<file path="src/rtl/pe_pair_feeder_pkg.sv">
// Shared FFT datapath types plus the pair-feeder FSM state encoding.
`ifndef FFT_DATA_WIDTH
`define FFT_DATA_WIDTH 16
`endif

package pe_pair_feeder_pkg;

  localparam int FFT_DATA_WIDTH = `FFT_DATA_WIDTH;

  typedef struct packed {
    logic signed [FFT_DATA_WIDTH-1:0] re;
    logic signed [FFT_DATA_WIDTH-1:0] im;
  } FFT_DATA_SAMPLE;

  typedef struct packed {
    logic           valid;
    FFT_DATA_SAMPLE data;
  } FFT_DATA_BUS;

  typedef enum logic {FEED_IDLE, FEED_DOWN} feed_state_t;

  function automatic FFT_DATA_BUS make_valid(input FFT_DATA_SAMPLE s);
    FFT_DATA_BUS b;
    b.valid = 1'b1;
    b.data  = s;
    return b;
  endfunction

endpackage

</file>
<file path="src/rtl/feeder_fifo.sv">
// Sample FIFO for the pair feeder: synchronous active-high reset, registered occupancy count.
// Push is ignored when full and pop when empty; head_dat_o shows the oldest entry.
module feeder_fifo #(
  parameter int WIDTH = 32,
  parameter int DEPTH = 8
) (
  input  logic                     clk_i,
  input  logic                     rst_i,
  input  logic                     push_i,
  input  logic [WIDTH-1:0]         push_dat_i,
  input  logic                     pop_i,
  output logic [WIDTH-1:0]         head_dat_o,
  output logic [$clog2(DEPTH):0]   count_o,
  output logic                     full_o,
  output logic                     empty_o
);

  localparam int AW = $clog2(DEPTH);

  logic [WIDTH-1:0] mem_q [DEPTH];
  logic [AW-1:0]    wr_ptr_q, wr_ptr_d;
  logic [AW-1:0]    rd_ptr_q, rd_ptr_d;
  logic [AW:0]      count_q, count_d;
  logic             push_ok, pop_ok;

  assign full_o     = (count_q == (AW+1)'(DEPTH));
  assign empty_o    = (count_q == '0);
  assign count_o    = count_q;
  assign head_dat_o = mem_q[rd_ptr_q];

  assign push_ok = push_i && !full_o;
  assign pop_ok  = pop_i && !empty_o;

  always_comb begin
    wr_ptr_d = wr_ptr_q;
    rd_ptr_d = rd_ptr_q;
    count_d  = count_q;
    if (push_ok) wr_ptr_d = wr_ptr_q + 1'b1;
    if (pop_ok)  rd_ptr_d = rd_ptr_q + 1'b1;
    if (push_ok && !pop_ok)      count_d = count_q + 1'b1;
    else if (!push_ok && pop_ok) count_d = count_q - 1'b1;
  end

  always_ff @(posedge clk_i) begin
    if (rst_i) begin
      wr_ptr_q <= '0;
      rd_ptr_q <= '0;
      count_q  <= '0;
    end else begin
      wr_ptr_q <= wr_ptr_d;
      rd_ptr_q <= rd_ptr_d;
      count_q  <= count_d;
    end
  end

  // Storage needs no reset: entries are only read once the count says they were written.
  always_ff @(posedge clk_i) begin
    if (push_ok) mem_q[wr_ptr_q] <= push_dat_i;
  end

endmodule

</file>
<file path="src/rtl/pe_pair_feeder.sv">
// Buffers stage samples and issues them to a butterfly PE as atomic (up, down) pairs, 1 cycle pop->pe_out.
// A pair starts only when enable, inter_ready and >=2 buffered samples; src_ready drops when the FIFO is full.
module pe_pair_feeder
  import pe_pair_feeder_pkg::*;
#(
  parameter int DEPTH           = 8,
  parameter int PAIRS_PER_FRAME = 4
) (
  input  logic        clk,
  input  logic        rst,
  input  FFT_DATA_BUS src_in,
  output logic        src_ready,
  input  logic        enable,
  input  logic        inter_ready,
  output FFT_DATA_BUS pe_out,
  output logic        frame_done,
  output logic        overflow
);

  localparam int CW  = $clog2(DEPTH) + 1;
  localparam int PCW = (PAIRS_PER_FRAME > 1) ? $clog2(PAIRS_PER_FRAME) : 1;

  feed_state_t    state_q, state_d;
  logic           chain_q, chain_d;
  FFT_DATA_BUS    pe_out_q, pe_out_d;
  logic [PCW-1:0] pair_cnt_q, pair_cnt_d;
  logic           frame_done_q, frame_done_d;
  logic           overflow_q, overflow_d;

  logic [CW-1:0]  count;
  logic           full, empty, push, pop;
  logic           start_ok, chain_ok;
  FFT_DATA_SAMPLE head;

  feeder_fifo #(
    .WIDTH ($bits(FFT_DATA_SAMPLE)),
    .DEPTH (DEPTH)
  ) u_fifo (
    .clk_i      (clk),
    .rst_i      (rst),
    .push_i     (push),
    .push_dat_i (src_in.data),
    .pop_i      (pop),
    .head_dat_o (head),
    .count_o    (count),
    .full_o     (full),
    .empty_o    (empty)
  );

  assign src_ready = !full;
  assign push      = src_in.valid && !full;

  // Start decisions use the registered count, so a same-cycle push never completes a pair.
  // chain_ok looks one pop ahead: the down being popped now leaves count-1 entries.
  assign start_ok = enable && inter_ready && (count >= CW'(2));
  assign chain_ok = enable && inter_ready && (count >= CW'(3));

  always_comb begin
    state_d      = state_q;
    chain_d      = 1'b0;
    pop          = 1'b0;
    pe_out_d     = '0;
    pair_cnt_d   = pair_cnt_q;
    frame_done_d = 1'b0;
    overflow_d   = overflow_q | (src_in.valid && full);
    case (state_q)
      FEED_IDLE: begin
        if (chain_q || start_ok) begin
          pop      = 1'b1;
          pe_out_d = make_valid(head);
          state_d  = FEED_DOWN;
        end
      end
      FEED_DOWN: begin
        // The down is committed once the up went out; inter_ready/enable only gate the next pair.
        pop      = !empty;
        pe_out_d = make_valid(head);
        chain_d  = chain_ok;
        state_d  = FEED_IDLE;
        if (pair_cnt_q == PCW'(PAIRS_PER_FRAME - 1)) begin
          pair_cnt_d   = '0;
          frame_done_d = 1'b1;
        end else begin
          pair_cnt_d = pair_cnt_q + 1'b1;
        end
      end
      default: state_d = FEED_IDLE;
    endcase
  end

  always_ff @(posedge clk) begin
    if (rst) begin
      state_q      <= FEED_IDLE;
      chain_q      <= 1'b0;
      pe_out_q     <= '0;
      pair_cnt_q   <= '0;
      frame_done_q <= 1'b0;
      overflow_q   <= 1'b0;
    end else begin
      state_q      <= state_d;
      chain_q      <= chain_d;
      pe_out_q     <= pe_out_d;
      pair_cnt_q   <= pair_cnt_d;
      frame_done_q <= frame_done_d;
      overflow_q   <= overflow_d;
    end
  end

  assign pe_out     = pe_out_q;
  assign frame_done = frame_done_q;
  assign overflow   = overflow_q;

endmodule

</file>
<file path="config.mk">
export PLATFORM = sky130hd
export DESIGN_NAME = pe_pair_feeder
export DESIGN_NICKNAME = d
export VERILOG_FILES = /design/src/rtl/pe_pair_feeder_pkg.sv /design/src/rtl/feeder_fifo.sv /design/src/rtl/pe_pair_feeder.sv
export SDC_FILE = /design/constraint.sdc
export NUM_CORES = 1
export LEC_CHECK = 0
export BUFFER_PORTS_ARGS = -buffer_cell sky130_fd_sc_hd__buf_2
export CORE_MARGIN = 1
export CORE_UTILIZATION = 65
export CTS_CLUSTER_SIZE = 30
export DETAILED_ROUTE_END_ITERATION = 6
export GPL_ROUTABILITY_DRIVEN = 0
export GPL_TIMING_DRIVEN = 0
export PLACE_DENSITY = 0.93
export SLEW_MARGIN = 10
export SYNTH_ARGS = -nofsm -noshare
export SYNTH_HDL_FRONTEND = slang
export SYNTH_HIERARCHICAL = 1
export SYNTH_SLANG_ARGS = --single-unit
</file>
<file path="constraint.sdc">
create_clock -name clk -period 11.1 [get_ports clk]
set_input_delay 1.11 -clock clk [delete_from_list [all_inputs] [get_ports clk]]
set_output_delay 1.11 -clock clk [all_outputs]
set_load 0.01 [all_outputs]
</file>
==> results of run 1 <==
## worst max-delay path: cells and delay by family, from the launching register on
kind,cells,cell delay [ps]
compound gates,3,560
buf+inv,3,440
simple gates,3,800
fa+ha+maj,2,560
mux,1,360
flops,1,530
## flip-flops by register name (all words and copies together), names as in the netlist, named ones only
| name | count |
|---|---|
| u_fifo/mem_q | 256 |
| frame_done | 1 |
| pe_out | 33 |
| u_fifo/count_o | 4 |
| u_fifo/wr_ptr_q | 3 |
| u_fifo/rd_ptr_q | 3 |
| chain_q | 1 |
| overflow | 1 |
| pair_cnt_q | 2 |
| state_q | 1 |
## Yosys cell counts (all sizes together) (4+ instances only)
cell / instances / area (um2)
a211oi: 35 / 268
nor2: 20 / 77.6
mux2: 33 / 372
a21oi: 6 / 30.0
inv: 38 / 143
nor3: 4 / 20.0
mux4: 64 / 1590
dfxtp: 52 / 1040
ha: 6 / 75.1
buf: 24 / 179
edfxtp: 256 / 7690
clkbuf: 7 / 26.3
nand2: 5 / 21.3
## worst max path at each step
stage	start	to	slack (ps)	cells past startpoint
after global placement	src_in[32]	u_fifo/mem_q[0][26]	3100	4
after CTS	u_fifo/count_o[3]	u_fifo/count_o[3]	7810	12
after global routing	u_fifo/count_o[3]	u_fifo/count_o[3]	7650	12
after floorplan	src_in[32]	u_fifo/mem_q[0][0]	6140	3
final	u_fifo/count_o[3]	u_fifo/count_o[3]	7750	12
after detailed placement	enable	u_fifo/count_o[3]	7500	12
## power by group through the flow
stage	logic (mW)	registers, mW	clock network, mW
after CTS	0.555	1.41	1.07
after detailed placement	0.535	1.43	0
after floorplan	0.350	1.43	0
after global routing	0.593	1.42	1.11
after global placement	0.464	1.43	0
final	0.564	1.41	1.06
## through the flow
step	power, mW	worst slack, ps	instance area, um2	cells	utilization, %
floorplan	1.78	6140	11800	577	-
global placement	1.90	3100	12400	874	70.9
detailed placement	1.97	7500	12800	900	72.9
CTS	3.03	7810	13800	955	78.9
global route	3.12	7650	13800	956	78.9
finish	3.04	7750	13800	956	78.9
## layout by cell type, fill, tap and decap left out, types with 4 or more instances in the layout
master and instances:
buf_2 83, inv_1 38, mux4_2 24, buf_4 11
clkbuf_16 30, mux2_2 33, clkinv_2 4, clkbuf_1 13
edfxtp_1 256, a21oi_1 6, dfxtp_1 52, ha_1 6
nor2_1 16, a211oi_1 34, mux4_1 40, buf_6 22
nand2_1 4, bufinv_16 5, nor3_2 4
## final cells by class
type                            instances  area share (%)
Sequential cell                       308            63.1
Multi-Input combinational cell        200            20.0
Clock buffer                           39            5.89
Timing Repair Buffer                   98            4.72
Tap cell                              225            2.04
Clock inverter                         16            1.68
Buffer                                 31            1.48
Inverter                               38            1.03
Antenna cell                            1          0.0181
## logic make-up after synthesis
family	Yosys count
muxes	100
AOI/OAI and AO/OA	45
adders and majority gates	7
xor gates and xnor gates	6
and+or+nand+nor	42
DFF	308
buffers and inverters	69
## per-layer routing
metal,wire length [um],vias to the layer above,track usage [%]
li1,-,2602,-
met1,9580,3222,38.5
met2,13800,463,50.1
met3,2300,122,4.74
met4,1490,0,18.2
met5,0,-,0
==> results.py, run 1 <==
metrics = {
    "floorplan": {
        "rows": 48,
        "die_area_um2": 18700,
        "die_h_um": 137,
        "start_util_pct": 67.3,
        "core_area_um2": 17500,
        "num_io_pins": 73,
        "fp.dieW_um": 137,
    },
    "setup_path": {
        "worstSetupPathType": "reg -> reg",
        "ff2ff_path_depth": 12,
        "start_kind": "flip-flop",
        "crit-reg2reg-launch": "u_fifo/count_o[3]",
        "cp_cell_sequence": "or4b_4 -> inv_1 -> nor2b_1 -> nand2_2 -> inv_1 -> ha_1 -> inv_1 -> ha_1 -> a21oi_1 -> a211oi_1 -> a31oi_1 -> mux2_2",
        "cp_data_required_time_ps": 11530,
        "critPathMaxStageDelay_ps": 550,
        "ff2ff_setup_slack_ps": 7750,
        "reg2reg_to": "u_fifo/count_o[3]",
        "critPathSlowestCell": "or4b_4",
        "cp_data_arrival_time_ps": 3790,
        "critPathCaptureType": "flip-flop",
        "crit_top_cell": "inv_1",
        "cp_max_fo": 7,
    },
    "logic_synthesis": {
        "syn_inst": 577,
        "netlist_area_um2": 11800,
        "synth_xor_area_share_pct": 0.445,
        "ys_seq_area_share_pct": 74.0,
        "synth_mux_area_share_pct": 16.9,
        "async_flop_share_pct": 0,
        "synth_edf_count": 256,
        "syn_nets": 621,
        "ys.flop_type": "edfxtp_1",
        "syn_avg_cell_area_um2": 20.5,
        "synth_seq_cells": 308,
        "synth_top_family_by_area": "multiplexers",
        "synth_compound_area_share_pct": 3.14,
        "synthSimpleGateAreaFrac_pct": 1.80,
        "synthDistinctLibCells": 35,
        "synth_warnings": 6,
        "synthAdderAreaFrac_pct": 0.806,
    },
    "timing": {
        "rsz0062_at_grt": "false",
        "max-slew-margin-rel_pct": 40.4,
        "layout_min_cycle_time_ps": 3350,
        "post-route-period-util_pct": 30.2,
        "tightest_slew_ps": 893,
        "fmax_mhz": 298,
        "slew_violations": 0,
        "hold_viol": 0,
        "setup_viol": 0,
        "setup_tns_ps": 0,
        "finalHoldWorstSlack_ps": 478,
        "fin_skew_ps": 25.7,
    },
    "cts": {
        "hold_buffers": 0,
        "clk_pin_slew_ps": 60,
        "cts_resized": 0,
        "post_cts_buffers": 0,
        "insertion_delay_ps": 570,
        "clockRootBuffer": "clkbuf_16",
        "cts.sinks": 308,
        "clock_path_buffers": 3,
        "cts_tree": "yes",
        "cts_buffers": 30,
        "htree_num_levels": 1,
    },
    "power": {
        "pwr-share-seq_pct": 46.5,
        "p_per_area_nw_per_um2": 219,
        "p_leak_nw": 4.86,
        "sw_frac_of_total_pct": 25.8,
        "max-vdd-ir-drop_uv": 213,
        "combPwrFrac_pct": 18.6,
        "clkPwrFrac_pct": 34.9,
        "p_sw_mw": 0.783,
        "power.internal_mw": 2.25,
    },
    "layout": {
        "n_fill_cell": 814,
        "ff_latch_area_um2": 8730,
        "syn_to_final_growth_pct": 17.2,
        "drive_gt1_share_pct": 32.6,
        "nNetsFinal": 751,
        "multi_input_area_um2": 2770,
    },
    "detailed_routing": {
        "viasPerCell": 6.70,
        "drt_iter0_markers": 753,
        "totalWireLength_mm": 27.2,
        "vias": 6409,
        "wl_per_cell_um": 28.4,
        "drt_first_pass_iters": 5,
        "drc": 0,
        "ant_nets": 0,
    },
    "hold_path": {
        "hp-class": "reg -> reg",
        "worstHoldStart": "overflow",
        "hold_path_end": "overflow",
        "worstHoldPathCells": 2,
    },
    "grt": {
        "first_global_vias": 6628,
        "antenna_found_initial": 1,
        "grt-ovfl-total": 0,
        "grt_pass1_wl_mm": 39.8,
        "grt_max_degree": 24,
        "grt_usage_pct": 30.4,
    },
    "placed_design": {
        "io_buffers": 72,
        "hpwl_mm": 16.4,
    },
    "run": {
        "cap_violations": 0,
    },
    "outcome": {
        "status": "finished, final reports clean",
    },
}
Power figures use the tool's default switching activity.
==> run 2: changes to the inputs <==
- CORE_UTILIZATION: 65 -> 60
- PLACE_DENSITY: 0.93 -> 0.88
- clock period: 11.1 -> 3.4 ns (I/O delays scaled with it)
==> run 2 against run 1 <==
Via count decreased by 5.7%. Non-clock buffer count decreased by 6. Sequential power increased to 3.3 times the previous value. Routed wire length decreased by 5.9%. Largest cell class unchanged. Clock skew decreased by 16 ps. Register-to-register slack got worse by 7600 ps. Largest power group unchanged. First-iteration DRC count decreased by 32%. Sequential cell count unchanged.
==> results.py, run 2 (synthesis gave the netlist of run 1 again) <==
metrics = {
    "outcome": {
        "status": "finished, final reports clean",
    },
    "cts": {
        "cts.sinks": 308,
        "post_cts_buffers": 0,
        "cts_tree": "yes",
        "clk_pin_slew_ps": 60,
        "clock_path_buffers": 3,
        "hold_buffers": 0,
        "cts_buffers": 30,
        "cts_resized": 0,
        "insertion_delay_ps": 550,
        "clockRootBuffer": "clkbuf_16",
        "htree_num_levels": 1,
    },
    "grt": {
        "grt-ovfl-total": 0,
        "grt_usage_pct": 26.3,
        "grtUsageMet3_pct": 4.64,
        "antenna_found_initial": 2,
        "grtUsageMet2_pct": 45.9,
        "grt_util_met1_pct": 32.8,
        "grt_max_degree": 24,
        "grt_pass1_wl_mm": 37.7,
        "first_global_vias": 6292,
        "busiest_layer": "met2",
    },
    "detailed_routing": {
        "ant_nets": 0,
        "drt_iter0_markers": 510,
        "viasPerCell": 6.12,
        "totalWireLength_mm": 25.6,
        "drc": 0,
        "drt_first_pass_iters": 5,
        "vias": 6041,
        "wl_per_cell_um": 25.9,
    },
    "floorplan": {
        "rows": 50,
        "num_io_pins": 73,
        "start_util_pct": 62.0,
        "die_h_um": 142,
        "die_area_um2": 20200,
        "fp.dieW_um": 142,
        "core_area_um2": 19000,
    },
    "timing": {
        "slew_violations": 0,
        "setup_tns_ps": 0,
        "setup_viol": 0,
        "post-route-period-util_pct": 95.4,
        "layout_min_cycle_time_ps": 3240,
        "rsz0062_at_grt": "false",
        "finalHoldWorstSlack_ps": 57.2,
        "fin_skew_ps": 10.1,
        "max-slew-margin-rel_pct": 43.1,
        "fmax_mhz": 308,
        "hold_viol": 0,
        "tightest_slew_ps": 849,
    },
    "power": {
        "max-vdd-ir-drop_uv": 487,
        "pwr-share-seq_pct": 47.3,
        "p_per_area_nw_per_um2": 703,
        "sw_frac_of_total_pct": 25.0,
        "combPwrFrac_pct": 18.1,
        "clkPwrFrac_pct": 34.5,
        "p_leak_nw": 4.83,
        "p_sw_mw": 2.43,
        "power.internal_mw": 7.30,
    },
    "placed_design": {
        "dp_cells": 929,
        "post_dp_cell_area_um2": 12800,
        "hpwl_mm": 16.0,
        "io_buffers": 72,
    },
    "hold_path": {
        "worstHoldPathCells": 3,
        "hp-class": "in -> reg",
    },
    "layout": {
        "largest_register_ffs": 256,
        "stdcell_area_um2": 13800,
        "mostFrequentLayoutCell": "edfxtp_1",
        "drive_gt1_share_pct": 31.9,
        "top_register": "u_fifo/mem_q",
        "syn_to_final_growth_pct": 17.3,
        "final_cells": 987,
        "layout_common_cells": "256 x edfxtp_1, 83 x buf_2, 51 x dfxtp_1",
        "nNetsFinal": 745,
        "fin_util_pct": 72.8,
    },
    "setup_path": {
        "worstSetupPathType": "reg -> reg",
        "ff2ff_setup_slack_ps": 160,
        "ff2ff_path_depth": 12,
        "critPathCaptureType": "flip-flop",
        "cp_max_fo": 8,
        "startpoint": "u_fifo/count_o[1]",
        "crit_end": "u_fifo/count_o[3]",
        "reg2reg_to": "u_fifo/count_o[3]",
        "cp_data_required_time_ps": 3830,
        "cp_data_arrival_time_ps": 3670,
        "start_kind": "flip-flop",
        "crit-reg2reg-launch": "u_fifo/count_o[1]",
    },
    "run": {
        "cap_violations": 0,
    },
}
run 2: per-stage QoR:
stage | setup slack (ps) | power, mW
3_3_place_gp | -2670 | 6.19
3_5_place_dp | 199 | 6.41
6_report | 156 | 9.73
5_1_grt | 14.7 | 10.1
4_1_cts | 181 | 9.77
2_1_floorplan | -375 | 5.81
run 2: how the worst min path moves through the flow:
stage	startpoint	endpoint	slack [ps]
after detailed placement	overflow	overflow	480
after CTS	src_in[16]	u_fifo/mem_q[1][16]	40
after floorplan	src_in[0]	u_fifo/mem_q[0][0]	440
final	src_in[32]	overflow	60
after global placement	overflow	overflow	450
after global routing	src_in[16]	u_fifo/mem_q[5][16]	40
run 2: per-layer routing:
metal  wire, um  part of all wire [%]  vias to the layer above
met5          0                     0                        -
met4        748                   2.9                        0
met3       2000                   7.8                       61
met2      13300                    52                      339
met1       9500                    37                     3057
li1           -                     -                     2584
run 2: critical path: stages, from the launching register on:
cell      delay (ps)
dfxtp_1          440
or4b_4           610
inv_1            110
nor2b_1           80
nand2_2          160
inv_1            140
ha_1             250
inv_1            140
ha_1             290
a21oi_1          230
a211oi_1         110
a31oi_1          210
mux2_2           350
run 2: power by group through the flow:
stage,registers (mW),logic [mW],clock network [mW]
floorplan,4.66,1.15,0
global placement,4.67,1.53,0
detailed placement,4.67,1.73,0
CTS,4.61,1.76,3.40
global route,4.63,1.87,3.55
finish,4.61,1.76,3.36
run 2: area by class of cell:
type	instances	area, um2
antenna	3	7.51
timing repair buffer	92	626
clock inverter	13	166
sequential	308	8730
tap	260	325
multi-input combinational	200	2790
buffer	31	205
inverter	38	143
clock buffer	42	847
fill	1085	5180
==> run 3: changes to the inputs <==
- BUFFER_PORTS_ARGS: -buffer_cell sky130_fd_sc_hd__buf_2 -> -buffer_cell sky130_fd_sc_hd__buf_4
- SYNTH_HIERARCHICAL: 1 -> default
==> run 3 against run 2 <==
Clock skew decreased by 2.4 ps. Synthesized area decreased by 4.7%. Utilization increased by 0.20 points. Global-route usage decreased by 2.2 points. Combinational power decreased by 24%. Cell count decreased by 8.6%. Die area decreased by 4.6%. Setup slack improved by 320 ps. Count of clock-buffer cells in the layout increased by 1. Critical path type unchanged.
==> results.py, run 3 <==
metrics = {
    "placed_design": {
        "dp_cells": 848,
        "hpwl_mm": 13.4,
        "post_dp_cell_area_um2": 12300,
        "io_buffers": 71,
    },
    "logic_synthesis": {
        "synth.top_cell.area_share_pct": 68.3,
        "syn_inst": 538,
        "syn_avg_cell_area_um2": 20.9,
        "synth_edf_count": 256,
        "synth.area.top_cells": "edfxtp_1 68%, mux4_2 13%, dfxtp_1 9.3%",
        "synth_area_leader_cell": "edfxtp_1",
        "synth_warnings": 0,
        "async_flop_share_pct": 0,
        "syn_nets": 582,
        "netlist_area_um2": 11300,
        "synthDistinctLibCells": 38,
        "ys_seq_area_share_pct": 77.6,
        "ys.flop_type": "edfxtp_1",
        "synth.most_common_cell": "edfxtp_1",
        "synth_seq_cells": 308,
        "synthTopCellsByCount": "256 x edfxtp_1, 64 x mux4_2, 54 x nor2_1, 52 x dfxtp_1, 37 x mux2i_1",
    },
    "floorplan": {
        "core_area_um2": 18100,
        "die_h_um": 139,
        "rows": 49,
        "num_io_pins": 73,
        "die_area_um2": 19300,
        "start_util_pct": 62.0,
        "fp.dieW_um": 139,
    },
    "timing": {
        "tightest_slew_ps": 952,
        "setup_viol": 0,
        "post-route-period-util_pct": 86.1,
        "fmax_mhz": 342,
        "rsz0062_at_grt": "false",
        "hold_viol": 0,
        "max-slew-margin-rel_pct": 36.6,
        "slew_violations": 0,
        "layout_min_cycle_time_ps": 2930,
        "fin_skew_ps": 7.71,
        "setup_tns_ps": 0,
    },
    "layout": {
        "nNetsFinal": 694,
        "ff_latch_area_um2": 8730,
        "multi_input_area_um2": 2440,
        "top_register": "u_fifo.mem_q",
        "stdcell_area_um2": 13200,
        "mostFrequentLayoutCell": "edfxtp_1",
        "final_cells": 902,
        "drive_gt1_share_pct": 30.9,
        "largest_register_ffs": 256,
        "n_fill_cell": 1023,
        "syn_to_final_growth_pct": 17.7,
        "n_antenna_cell": 0,
        "layout_common_cells": "256 x edfxtp_1, 77 x buf_4, 64 x mux4_2",
        "fin_util_pct": 73.0,
    },
    "setup_path": {
        "cp_data_arrival_time_ps": 3350,
        "cp_max_fo": 6,
        "path_buf_inv": 2,
        "ff2ff_path_depth": 10,
        "worst-path-stages": 10,
        "critPathCaptureType": "flip-flop",
        "crit_top_cell": "ha_1",
        "critPathSlowestCell": "or4b_4",
        "start_kind": "flip-flop",
        "cpLargestDelayFamily": "simple AND/OR/NAND/NOR gates",
        "cp_cell_sequence": "or4b_4 -> and2_4 -> buf_6 -> ha_1 -> inv_1 -> ha_1 -> a21oi_1 -> a211oi_1 -> a31oi_1 -> mux2_1",
        "worstSetupPathType": "reg -> reg",
        "critPathMaxStageDelay_ps": 600,
        "cp_data_required_time_ps": 3820,
    },
    "cts": {
        "hold_buffers": 0,
        "cts_tree": "yes",
        "cts_resized": 0,
        "cts_buffers": 29,
        "cts.sinks": 308,
        "clock_path_buffers": 3,
        "clk_pin_slew_ps": 60,
        "insertion_delay_ps": 530,
        "htree_num_levels": 1,
        "clockRootBuffer": "clkbuf_16",
        "post_cts_buffers": 0,
    },
    "detailed_routing": {
        "wl_per_cell_um": 24.8,
        "drc": 0,
        "ant_nets": 0,
        "drt_first_pass_iters": 7,
        "vias": 5484,
        "viasPerCell": 6.08,
        "totalWireLength_mm": 22.4,
        "drt_iter0_markers": 407,
    },
    "grt": {
        "grt_pass1_wl_mm": 34.0,
        "grt-ovfl-total": 0,
        "first_global_vias": 5848,
        "grt_max_degree": 24,
        "grt_usage_pct": 24.0,
        "antenna_found_initial": 0,
    },
    "power": {
        "post-layout-total-power_mw": 8.82,
        "max-vdd-ir-drop_uv": 498,
        "p_leak_nw": 4.36,
        "p_per_area_nw_per_um2": 666,
    },
    "hold_path": {
        "worstHoldPathCells": 1,
        "hp-class": "in -> reg",
    },
    "run": {
        "cap_violations": 0,
    },
    "outcome": {
        "status": "finished, final reports clean",
    },
}
## run 3: cell type report
cell class	count	area share [%]
Timing Repair Buffer	81	5.50
Tap cell	229	2.16
Clock buffer	43	6.27
Sequential cell	308	65.9
Buffer	26	0.992
Inverter	5	0.142
Clock inverter	11	0.586
Multi-Input combinational cell	199	18.4
## run 3: per-stage QoR
| step | hold WS (ps) | setup WS, ps |
|---|---|---|
| detailed placement | 460 | 491 |
| finish | 36.5 | 473 |
| global placement | 453 | -718 |
| global route | 19.8 | 316 |
| floorplan | 439 | 646 |
| CTS | 9.98 | 478 |
## run 3: cells by family (layout without fill, tap and decap cells)
family          after synthesis  after routing  share of synthesized area [%]
fa+ha+maj                     7              7                          0.845
xor+xnor                      4              4                          0.311
simple gates                 74             74                           3.01
mux                         102            102                           16.2
flops                       308            308                           77.6
compound gates               12             12                          0.712
buf+inv                      31            166                           1.33
## run 3: path summary, 6_finish.rpt
path	from	to	slack, ps
setup / recovery	u_fifo.count_o[0]	u_fifo.count_o[3]	470
hold / removal	src_in[4]	u_fifo.mem_q[6][4]	40
setup reg to reg	u_fifo.count_o[0]	u_fifo.count_o[3]	470
hold reg to reg	overflow	overflow	490
## run 3: per-layer routing
| metal | wire [um] | part of all wire, % | vias to the layer above | global-route usage (%) |
|---|---|---|---|---|
| met2 | 11900 | 53 | 229 | 42.6 |
| li1 | - | - | 2376 | - |
| met1 | 8640 | 39 | 2840 | 30.7 |
| met3 | 1330 | 5.9 | 39 | 3.73 |
| met4 | 507 | 2.3 | 0 | 7.84 |
| met5 | 0 | 0 | - | 0 |
## run 3: power breakdown
group | total [mW] | switching (mW) | internal [mW] | leakage, nW
Sequential | 4.43 | 0.102 | 4.32 | 2.75
Combinational | 1.33 | 0.682 | 0.653 | 1.17
Clock | 3.06 | 1.30 | 1.76 | 0.445
Total | 8.82 | 2.08 | 6.74 | 4.36
